**src/rtl/systolic_mm_engine.sv**
```systemverilog
// Output-stationary systolic matrix-multiply engine: C = A * B for a run-time K,
// with internal operand skewing, flush sequencing and row-serial result drain.
module systolic_mm_engine #(
    parameter int ROWS = 4,
    parameter int COLS = 4,
    parameter int DW   = 8,
    parameter int AW   = 20,
    parameter int KW   = 8,
    localparam int IW  = (ROWS > 1) ? $clog2(ROWS) : 1
) (
    input  logic                 clk,
    input  logic                 rstn,
    input  logic                 start,
    input  logic [KW-1:0]        k_len,
    output logic                 busy,
    input  logic                 in_valid,
    output logic                 in_ready,
    input  logic [ROWS*DW-1:0]   a_col,
    input  logic [COLS*DW-1:0]   b_row,
    output logic                 out_valid,
    input  logic                 out_ready,
    output logic [COLS*AW-1:0]   out_row,
    output logic [IW-1:0]        out_idx,
    output logic                 done
);

    typedef enum logic [2:0] {
        IDLE  = 3'd0,
        LOAD  = 3'd1,
        FLUSH = 3'd2,
        DRAIN = 3'd3,
        DONE  = 3'd4
    } state_t;

    localparam int FW = $clog2(ROWS + COLS) + 1;
    localparam logic [FW-1:0] FLUSH_LAST = FW'(ROWS + COLS - 2);
    localparam int AC = (COLS > 1) ? COLS - 1 : 1;
    localparam int BR = (ROWS > 1) ? ROWS - 1 : 1;

    state_t               state_r, state_next_s;
    logic [KW-1:0]        k_len_r, beat_cnt_r;
    logic [FW-1:0]        flush_cnt_r;
    logic                 busy_r, in_ready_r, out_valid_r, done_r;
    logic [IW-1:0]        out_idx_r, rd_idx_s;
    logic [COLS*AW-1:0]   out_row_r, row_s;
    logic                 clr_s, en_s, accept_s, last_beat_s, last_row_s;

    logic signed [DW-1:0]   a_feed_s [ROWS];
    logic signed [DW-1:0]   b_feed_s [COLS];
    logic signed [DW-1:0]   a_skew_s [ROWS];
    logic signed [DW-1:0]   b_skew_s [COLS];
    logic signed [DW-1:0]   a_in_s   [ROWS][COLS];
    logic signed [DW-1:0]   b_in_s   [ROWS][COLS];
    logic signed [DW-1:0]   a_pass_r [ROWS][AC];
    logic signed [DW-1:0]   b_pass_r [BR][COLS];
    logic signed [2*DW-1:0] prod_s   [ROWS][COLS];
    logic signed [AW-1:0]   acc_r    [ROWS][COLS];

    assign busy      = busy_r;
    assign in_ready  = in_ready_r;
    assign out_valid = out_valid_r;
    assign out_row   = out_row_r;
    assign out_idx   = out_idx_r;
    assign done      = done_r;

    // Control strobes shared by the datapath and the FSM
    always_comb begin
        clr_s       = (state_r == IDLE) && start;
        en_s        = (state_r == LOAD) || (state_r == FLUSH);
        accept_s    = in_valid && in_ready_r;
        last_beat_s = (({1'b0, beat_cnt_r} + {{KW{1'b0}}, 1'b1}) == {1'b0, k_len_r});
        last_row_s  = (out_idx_r == IW'(ROWS - 1));
    end

    // Operand feed: a non-accepted cycle injects zeros so bubbles add nothing
    always_comb begin
        for (int i = 0; i < ROWS; i++) begin
            a_feed_s[i] = accept_s ? a_col[i*DW +: DW] : {DW{1'b0}};
        end
        for (int j = 0; j < COLS; j++) begin
            b_feed_s[j] = accept_s ? b_row[j*DW +: DW] : {DW{1'b0}};
        end
    end

    for (genvar i = 0; i < ROWS; i++) begin : g_a_skew
        if (i == 0) begin : g_direct
            assign a_skew_s[i] = a_feed_s[i];
        end else begin : g_chain
            logic signed [DW-1:0] chain_r [i];
            // Lane i of A is delayed by i stages before entering column 0
            always_ff @(posedge clk) begin
                if (!rstn || clr_s) begin
                    for (int k = 0; k < i; k++) chain_r[k] <= {DW{1'b0}};
                end else if (en_s) begin
                    chain_r[0] <= a_feed_s[i];
                    for (int k = 1; k < i; k++) chain_r[k] <= chain_r[k-1];
                end
            end
            assign a_skew_s[i] = chain_r[i-1];
        end
    end

    for (genvar j = 0; j < COLS; j++) begin : g_b_skew
        if (j == 0) begin : g_direct
            assign b_skew_s[j] = b_feed_s[j];
        end else begin : g_chain
            logic signed [DW-1:0] chain_r [j];
            // Lane j of B is delayed by j stages before entering row 0
            always_ff @(posedge clk) begin
                if (!rstn || clr_s) begin
                    for (int k = 0; k < j; k++) chain_r[k] <= {DW{1'b0}};
                end else if (en_s) begin
                    chain_r[0] <= b_feed_s[j];
                    for (int k = 1; k < j; k++) chain_r[k] <= chain_r[k-1];
                end
            end
            assign b_skew_s[j] = chain_r[j-1];
        end
    end

    for (genvar i = 0; i < ROWS; i++) begin : g_row
        for (genvar j = 0; j < COLS; j++) begin : g_col
            if (j == 0) begin : g_a_edge
                assign a_in_s[i][j] = a_skew_s[i];
            end else begin : g_a_inner
                assign a_in_s[i][j] = a_pass_r[i][j-1];
            end
            if (i == 0) begin : g_b_edge
                assign b_in_s[i][j] = b_skew_s[j];
            end else begin : g_b_inner
                assign b_in_s[i][j] = b_pass_r[i-1][j];
            end
            assign prod_s[i][j] = a_in_s[i][j] * b_in_s[i][j];

            // MAC: wraps modulo 2^AW and is frozen outside LOAD/FLUSH
            always_ff @(posedge clk) begin
                if (!rstn || clr_s) acc_r[i][j] <= {AW{1'b0}};
                else if (en_s)      acc_r[i][j] <= acc_r[i][j] + AW'(prod_s[i][j]);
            end

            if (j < COLS - 1) begin : g_a_pass
                // Forward A to the right neighbour
                always_ff @(posedge clk) begin
                    if (!rstn || clr_s) a_pass_r[i][j] <= {DW{1'b0}};
                    else if (en_s)      a_pass_r[i][j] <= a_in_s[i][j];
                end
            end
            if (i < ROWS - 1) begin : g_b_pass
                // Forward B to the neighbour below
                always_ff @(posedge clk) begin
                    if (!rstn || clr_s) b_pass_r[i][j] <= {DW{1'b0}};
                    else if (en_s)      b_pass_r[i][j] <= b_in_s[i][j];
                end
            end
        end
    end

    // FSM next-state
    always_comb begin
        state_next_s = state_r;
        case (state_r)
            IDLE: begin
                if (start) state_next_s = (k_len == {KW{1'b0}}) ? DRAIN : LOAD;
                else       state_next_s = IDLE;
            end
            LOAD: begin
                if (accept_s && last_beat_s) state_next_s = FLUSH;
                else                         state_next_s = LOAD;
            end
            FLUSH: begin
                if (flush_cnt_r == FLUSH_LAST) state_next_s = DRAIN;
                else                           state_next_s = FLUSH;
            end
            DRAIN: begin
                if (out_valid_r && out_ready && last_row_s) state_next_s = DONE;
                else                                        state_next_s = DRAIN;
            end
            DONE:    state_next_s = IDLE;
            default: state_next_s = IDLE;
        endcase
    end

    // State register and status flags registered from the next state
    always_ff @(posedge clk) begin
        if (!rstn) begin
            state_r    <= IDLE;
            busy_r     <= 1'b0;
            in_ready_r <= 1'b0;
            done_r     <= 1'b0;
        end else begin
            state_r    <= state_next_s;
            busy_r     <= (state_next_s != IDLE);
            in_ready_r <= (state_next_s == LOAD);
            done_r     <= (state_next_s == DONE);
        end
    end

    // Job length latch, beat counter and flush timer
    always_ff @(posedge clk) begin
        if (!rstn) begin
            k_len_r     <= {KW{1'b0}};
            beat_cnt_r  <= {KW{1'b0}};
            flush_cnt_r <= {FW{1'b0}};
        end else begin
            if (clr_s) begin
                k_len_r    <= k_len;
                beat_cnt_r <= {KW{1'b0}};
            end else if (accept_s) begin
                beat_cnt_r <= beat_cnt_r + {{(KW-1){1'b0}}, 1'b1};
            end
            if (state_r == FLUSH) flush_cnt_r <= flush_cnt_r + {{(FW-1){1'b0}}, 1'b1};
            else                  flush_cnt_r <= {FW{1'b0}};
        end
    end

    // Row to present next: the current one, or its successor once accepted
    always_comb begin
        rd_idx_s = out_idx_r;
        if (out_valid_r && !last_row_s) rd_idx_s = out_idx_r + IW'(1);
        else                            rd_idx_s = out_idx_r;
        for (int j = 0; j < COLS; j++) row_s[j*AW +: AW] = acc_r[rd_idx_s][j];
    end

    // Result drain: first DRAIN cycle loads row 0, each handshake advances
    always_ff @(posedge clk) begin
        if (!rstn) begin
            out_valid_r <= 1'b0;
            out_idx_r   <= {IW{1'b0}};
            out_row_r   <= {(COLS*AW){1'b0}};
        end else if (state_r == DRAIN && !out_valid_r) begin
            out_valid_r <= 1'b1;
            out_row_r   <= row_s;
        end else if (state_r == DRAIN && out_ready) begin
            if (last_row_s) begin
                out_valid_r <= 1'b0;
                out_idx_r   <= {IW{1'b0}};
                out_row_r   <= {(COLS*AW){1'b0}};
            end else begin
                out_idx_r   <= rd_idx_s;
                out_row_r   <= row_s;
            end
        end
    end

endmodule

```
**config.mk**
```make
export PLATFORM = sky130hd
export DESIGN_NAME = systolic_mm_engine
export DESIGN_NICKNAME = d
export VERILOG_FILES = /design/src/rtl/systolic_mm_engine.sv
export SDC_FILE = /design/constraint.sdc
export NUM_CORES = 2
export LEC_CHECK = 0
export CORE_ASPECT_RATIO = 0.9
export CORE_MARGIN = 2
export CORE_UTILIZATION = 50
export DETAILED_ROUTE_END_ITERATION = 6
export GPL_TIMING_DRIVEN = 1
export PLACE_DENSITY_LB_ADDON = 0.3
export SYNTH_ARGS = -nofsm -noshare
export SYNTH_HDL_FRONTEND = slang
export SYNTH_SLANG_ARGS = --single-unit
```
**constraint.sdc**
```tcl
create_clock -name clk -period 20.3 [get_ports clk]
set_input_delay 2.03 -clock clk [delete_from_list [all_inputs] [get_ports clk]]
set_output_delay 2.03 -clock clk [all_outputs]
set_load 0.1 [all_outputs]
```
Yosys cells after proc, flatten, opt, wreduce, memory -nomap -nowiden
Memory sizes are Yosys's and may differ from the RTL's.
Cells that the tools add are included.
{"block": "word_totals", "regBits": 109, "in_bits": 77, "memories": 9, "elab_cells": 220, "mem_bits_rw": 608}
{"block": "classes", "multipliers": 16, "n_eq_ne": 8, "n_reduce_logical": 24, "muxes": 81, "bitwise": 52, "addsub": 20}
{"memory": "acc_r", "depth": 4, "width": 80, "read_ports": 5, "rd_clocked_by_memory_dff": 0, "write_ports": 4, "line": "57", "rtl": "logic signed [AW-1:0] acc_r [ROWS][COLS];"}
{"memory": "a_pass_r", "depth": 4, "width": 24, "read_ports": 4, "rd_clocked_by_memory_dff": 0, "write_ports": 4, "line": "54", "rtl": "logic signed [DW-1:0] a_pass_r [ROWS][AC];"}
{"memory": "b_pass_r", "depth": 3, "width": 32, "read_ports": 3, "rd_clocked_by_memory_dff": 0, "write_ports": 3, "line": "55", "rtl": "logic signed [DW-1:0] b_pass_r [BR][COLS];"}
{"memory": "g_a_skew[3].g_chain.chain_r", "depth": 3, "width": 8, "read_ports": 3, "rd_clocked_by_memory_dff": 0, "write_ports": 3, "line": "89", "rtl": "logic signed [DW-1:0] chain_r [i];"}
{"memory": "g_b_skew[3].g_chain.chain_r", "depth": 3, "width": 8, "read_ports": 3, "rd_clocked_by_memory_dff": 0, "write_ports": 3, "line": "107", "rtl": "logic signed [DW-1:0] chain_r [j];"}
{"memory": "g_a_skew[2].g_chain.chain_r", "depth": 2, "width": 8, "read_ports": 2, "rd_clocked_by_memory_dff": 0, "write_ports": 2, "line": "89"}
{"memory": "3 more memories"}
{"op": "2-to-1 mux 8 bit", "n": 44}
{"op": "adder 20 x 16 -> 20 bit", "n": 16}
{"op": "2-to-1 mux 20 bit", "n": 16}
{"op": "multiplier 8 x 8 -> 16 bit", "n": 16}
{"op": "2-to-1 mux 80 bit", "n": 3}
{"op": "OR 1 bit", "n": 50}
{"op": "OR reduction 8 bit", "n": 2}
{"op": "one-hot mux 3 bit (4 select lines)", "n": 1}
{"op": "2-to-1 mux 1 bit", "n": 11}
{"op": "2-to-1 mux 2 bit", "n": 5}
{"op": "adder 8 x 1 -> 9 bit, second input constant", "n": 1}
{"op": "equality test 9 x 8 -> 1 bit", "n": 1}
{"op": "adder 8 x 1 -> 8 bit, second input constant", "n": 1}
{"op": "logical AND 1 bit", "n": 8}
{"op": "zero test 8 bit", "n": 1}
{"op": "equality test 3 x 1 -> 1 bit, second input constant", "n": 2}
{"op": "equality test 3 x 2 -> 1 bit, second input constant", "n": 2}
{"op": "AND reduction 2 bit", "n": 3}
{"op": "adder 4 x 1 -> 4 bit, second input constant", "n": 1}
{"op": "equality test 4 x 3 -> 1 bit, second input constant", "n": 1}
{"op": "nonzero test 2 bit", "n": 2}
{"op": "equality test 3 bit, second input constant", "n": 1}
{"op": "zero test 1 bit", "n": 3}
{"op": "zero test 3 bit", "n": 1}
{"op": "other kinds (7)", "n": 9}

Longest topological paths before layout
An unclocked memory read counts as a cell.
{"block": "depth", "word_depth": 8, "depth_mapped": 21, "depth_no_buf": 19}

Worst setup path after synthesis
Ideal clock, no wire load.
{"block": "synth_path", "path_kind": "input to register", "startpoint": "input port start", "endpoint": "memory a_pass_r[0][0] (netlist bit) (enable)", "path_stages": 2, "setup_ns": 1.013, "arrival_time_ns": 15.524, "path_slack_ns": 3.763, "t_required_ns": 19.287, "path_buffers": 0, "cell_sequence": "nor4b_2 or3_1"}
{"item": "start, declared", "line": "13", "rtl": "input logic start,"}
{"item": "end, declared", "line": "54"}

==> results.py <==
metrics = {
    "pwr": {
        "swShare_pct": 41.6,
        "pwr_density_cell_nw_per_um2": 82.6,
        "p_seq_share_pct": 27.6,
        "ir_worst_vdd_mv": 0.0687,
        "pwr-share-comb_pct": 50.1,
        "p_leak_nw": 45.8,
        "pwr-share-clk_pct": 22.3,
        "p_int_mw": 4.49,
        "total_power_mw": 7.69,
        "power_switching_mw": 3.20,
    },
    "clock_network": {
        "cts_max_level": 3,
        "clkLatencyLatePin_ps": 730,
        "tritoncts": "built",
        "cts_sinks": 717,
        "ctsResizeCount": 0,
        "cts_root_buffer": "clkbuf_16",
        "cts_hold_buf": 0,
        "postCtsSetupBuffers": 0,
        "clk_pin_slew_ps": 70,
        "cts_buffers": 88,
        "clk_path_buf_depth": 3,
    },
    "status": {
        "violations": "DRC",
        "status": "finished with violations",
    },
    "worst_setup_path": {
        "cp.arrival_ps": 8530,
        "startpoint": "in_valid",
        "rrSetupSlack_ps": 13650,
        "critical_path_required_ps": 20760,
        "endpoint_kind": "flop",
        "path_max_fanout": 111,
        "crit_type": "input pin to flop",
        "r2r-end": "acc_r[0][78]",
        "reg2regPathDepth": 16,
        "startpoint_type": "input pin",
        "r2r_start": "in_ready",
    },
    "drt": {
        "firstDrtPassIters": 7,
        "drt_iter0_drc": 3868,
        "drcViolationCount": 1,
        "ant_nets": 0,
        "wl_per_cell_um": 19.3,
        "vias": 56100,
        "wirelength_um": 204000,
        "via_per_inst": 5.30,
    },
    "placed_design": {
        "dp_cells": 10400,
        "gp_congestion": 0.895,
        "dpl_worst_slack_ps": 11550,
        "io_buffers": 162,
        "hpwl_um": 164000,
    },
    "sta": {
        "timing.fmax_mhz": 124,
        "period_minus_slack_ps": 8070,
        "fin_skew_ps": 36.9,
        "max_slew_margin_pct": 23.5,
        "max_slew.worst_pin.slew_ps": 1150,
        "hold_viol": 0,
        "setup-violations-final": 0,
        "hold_slack_ps": 472,
        "setup_ws_ps": 12230,
        "slew_viol_final": 0,
        "setup_tns_ps": 0,
        "rsz0062_at_grt": "false",
        "period_share_pct": 39.7,
    },
    "min_path": {
        "hold_start": "k_len_r[3]",
        "whs_endpoint": "k_len_r[3]",
        "min_path_cells": 2,
        "hold_path_class": "flop to flop",
    },
    "global_routing": {
        "grt_pass1_wl_um": 333000,
        "track_usage_pct": 24.3,
        "grt_pass1_vias": 60100,
        "antenna_found_initial": 8,
        "grt_max_degree": 228,
        "overflow": 0,
    },
    "synthesis": {
        "yosys_warnings": 0,
        "ys_ff_latch": 717,
        "syn_area_per_cell_um2": 10.5,
        "synthTopCellsByCount": "inv_1, fa_1, and2_1",
        "synth.most_common_cell": "inv_1",
        "ys_seq_area_share_pct": 23.7,
        "synth_cell_types": 70,
        "syn_nets": 10400,
        "yosysTopAreaCell": "fa_1",
        "syn_inst": 8166,
        "syn-cell-area_um2": 86100,
        "synth-edff-count": 608,
        "synth-main-ff-cell": "edfxtp_1",
        "synth_top_area_share_pct": 32.7,
        "netlist_top_cells_area": "fa_1, edfxtp_1, ha_1",
        "async_flop_share_pct": 0,
    },
    "layout": {
        "area_delta_synth_final_pct": 8.19,
        "multiInputGateArea_um2": 57800,
        "final-seq-area_um2": 20400,
        "instances_no_fill": 10600,
        "drive_gt1_share_pct": 3.34,
        "nFillCells": 14800,
        "nets": 10500,
    },
    "floorplanning": {
        "fp-row-count": 144,
        "die_w_um": 441,
        "start_util_pct": 50.3,
        "die_area_um2": 176000,
        "fp.dieH_um": 398,
        "pin_count": 163,
        "core_um2": 171000,
    },
    "flow_run": {
        "max_cap_viol_count": 0,
    },
}
[worst max path at each step]
stage	endpoint	slack, ps	cells after the start
after CTS	acc_r[0][78]	12300	17
after global routing	acc_r[0][78]	11790	17
after global placement	acc_r[0][78]	11680	17
after detailed placement	acc_r[0][78]	11550	17
after floorplan	a_pass_r[0][0]	3760	2
final	acc_r[0][78]	12230	17
[flip-flops by register name, summed over array words and instances, names as in the netlist]
register	cells
in_ready	1
state_r	3
out_valid	1
acc_r	320
b_pass_r	96
beat_cnt_r	8
out_idx	2
g_a_skew.g_chain.chain_r	48
a_pass_r	96
done	1
flush_cnt_r	4
busy	1
out_row	80
k_len_r	8
g_b_skew.g_chain.chain_r	48
[power by group through the flow]
stage | sequential, mW | combinational, mW | clock [mW]
final | 2.13 | 3.85 | 1.71
after global routing | 2.14 | 4.46 | 1.79
after CTS | 2.13 | 3.87 | 1.75
after detailed placement | 2.15 | 3.82 | 0
after global placement | 2.15 | 3.71 | 0
after floorplan | 2.00 | 3.03 | 0
[layout by cell type, fill, tap and decap left out, types with 80 or more instances in the layout]
cell	Yosys	routed
mux4_2	80	80
a22oi_1	80	80
nand2_1	455	454
a21o_1	86	86
o21ai_0	140	139
and3_1	117	117
fa_1	1408	1408
nor2_1	346	346
nor2b_1	101	101
and2_1	840	839
inv_1	1923	1923
clkdlybuf4s50_1	0	160
ha_1	740	740
dfxtp_1	109	109
clkbuf_16	0	89
a21oi_1	171	170
edfxtp_1	608	608
xnor2_1	211	211
[area by class of cell]
class | instances | area share [%]
antenna | 1 | 0.00269
tap | 2263 | 3.04
timing repair buffer | 179 | 1.93
sequential | 717 | 21.9
clock buffer | 104 | 2.47
clock inverter | 60 | 0.838
multi-input combinational | 5347 | 62.0
inverter | 1926 | 7.76
[worst max-delay path, cell delays in order]
cell and delay [ps]:
clkdlybuf4s50_1 520, and2_4 840, nand2_1 500, or2_2 430, fa_1 470, fa_1 490
inv_1 50, fa_1 490, fa_1 430, fa_1 390, ha_1 370, a21oi_1 160
nor2b_1 70, o311ai_0 610, a32oi_1 270, a31oi_1 290, mux2i_1 100
[logic make-up (layout without fill, tap and decap cells)]
| family | after synthesis | after routing | share of synthesized area [%] |
|---|---|---|---|
| flops | 717 | 717 | 23.7 |
| buf+inv | 2102 | 2269 | 9.24 |
| mux | 119 | 119 | 2.57 |
| simple gates | 2116 | 2116 | 13.0 |
| xor+xnor | 290 | 290 | 2.96 |
| fa+ha+maj | 2148 | 2148 | 43.5 |
| compound gates | 674 | 674 | 5.05 |
| other cells | 0 | 1 | 0 |
[stage by stage]
stage / utilization [%] / area, µm²
floorplan: - / 86100
global placement: 52.6 / 90100
detailed placement: 52.6 / 90100
CTS: 54.4 / 93200
global route: 54.4 / 93200
finish: 54.4 / 93200
[metal layers]
metal	track usage [%]	up-vias	wire length (µm)
met5	0	-	10
met4	6.83	2	6390
met3	3.22	272	10300
met2	40.4	1321	99300
met1	33.6	28900	88000
li1	-	25700	-
Note: power is estimated with default switching activity, not from simulation.
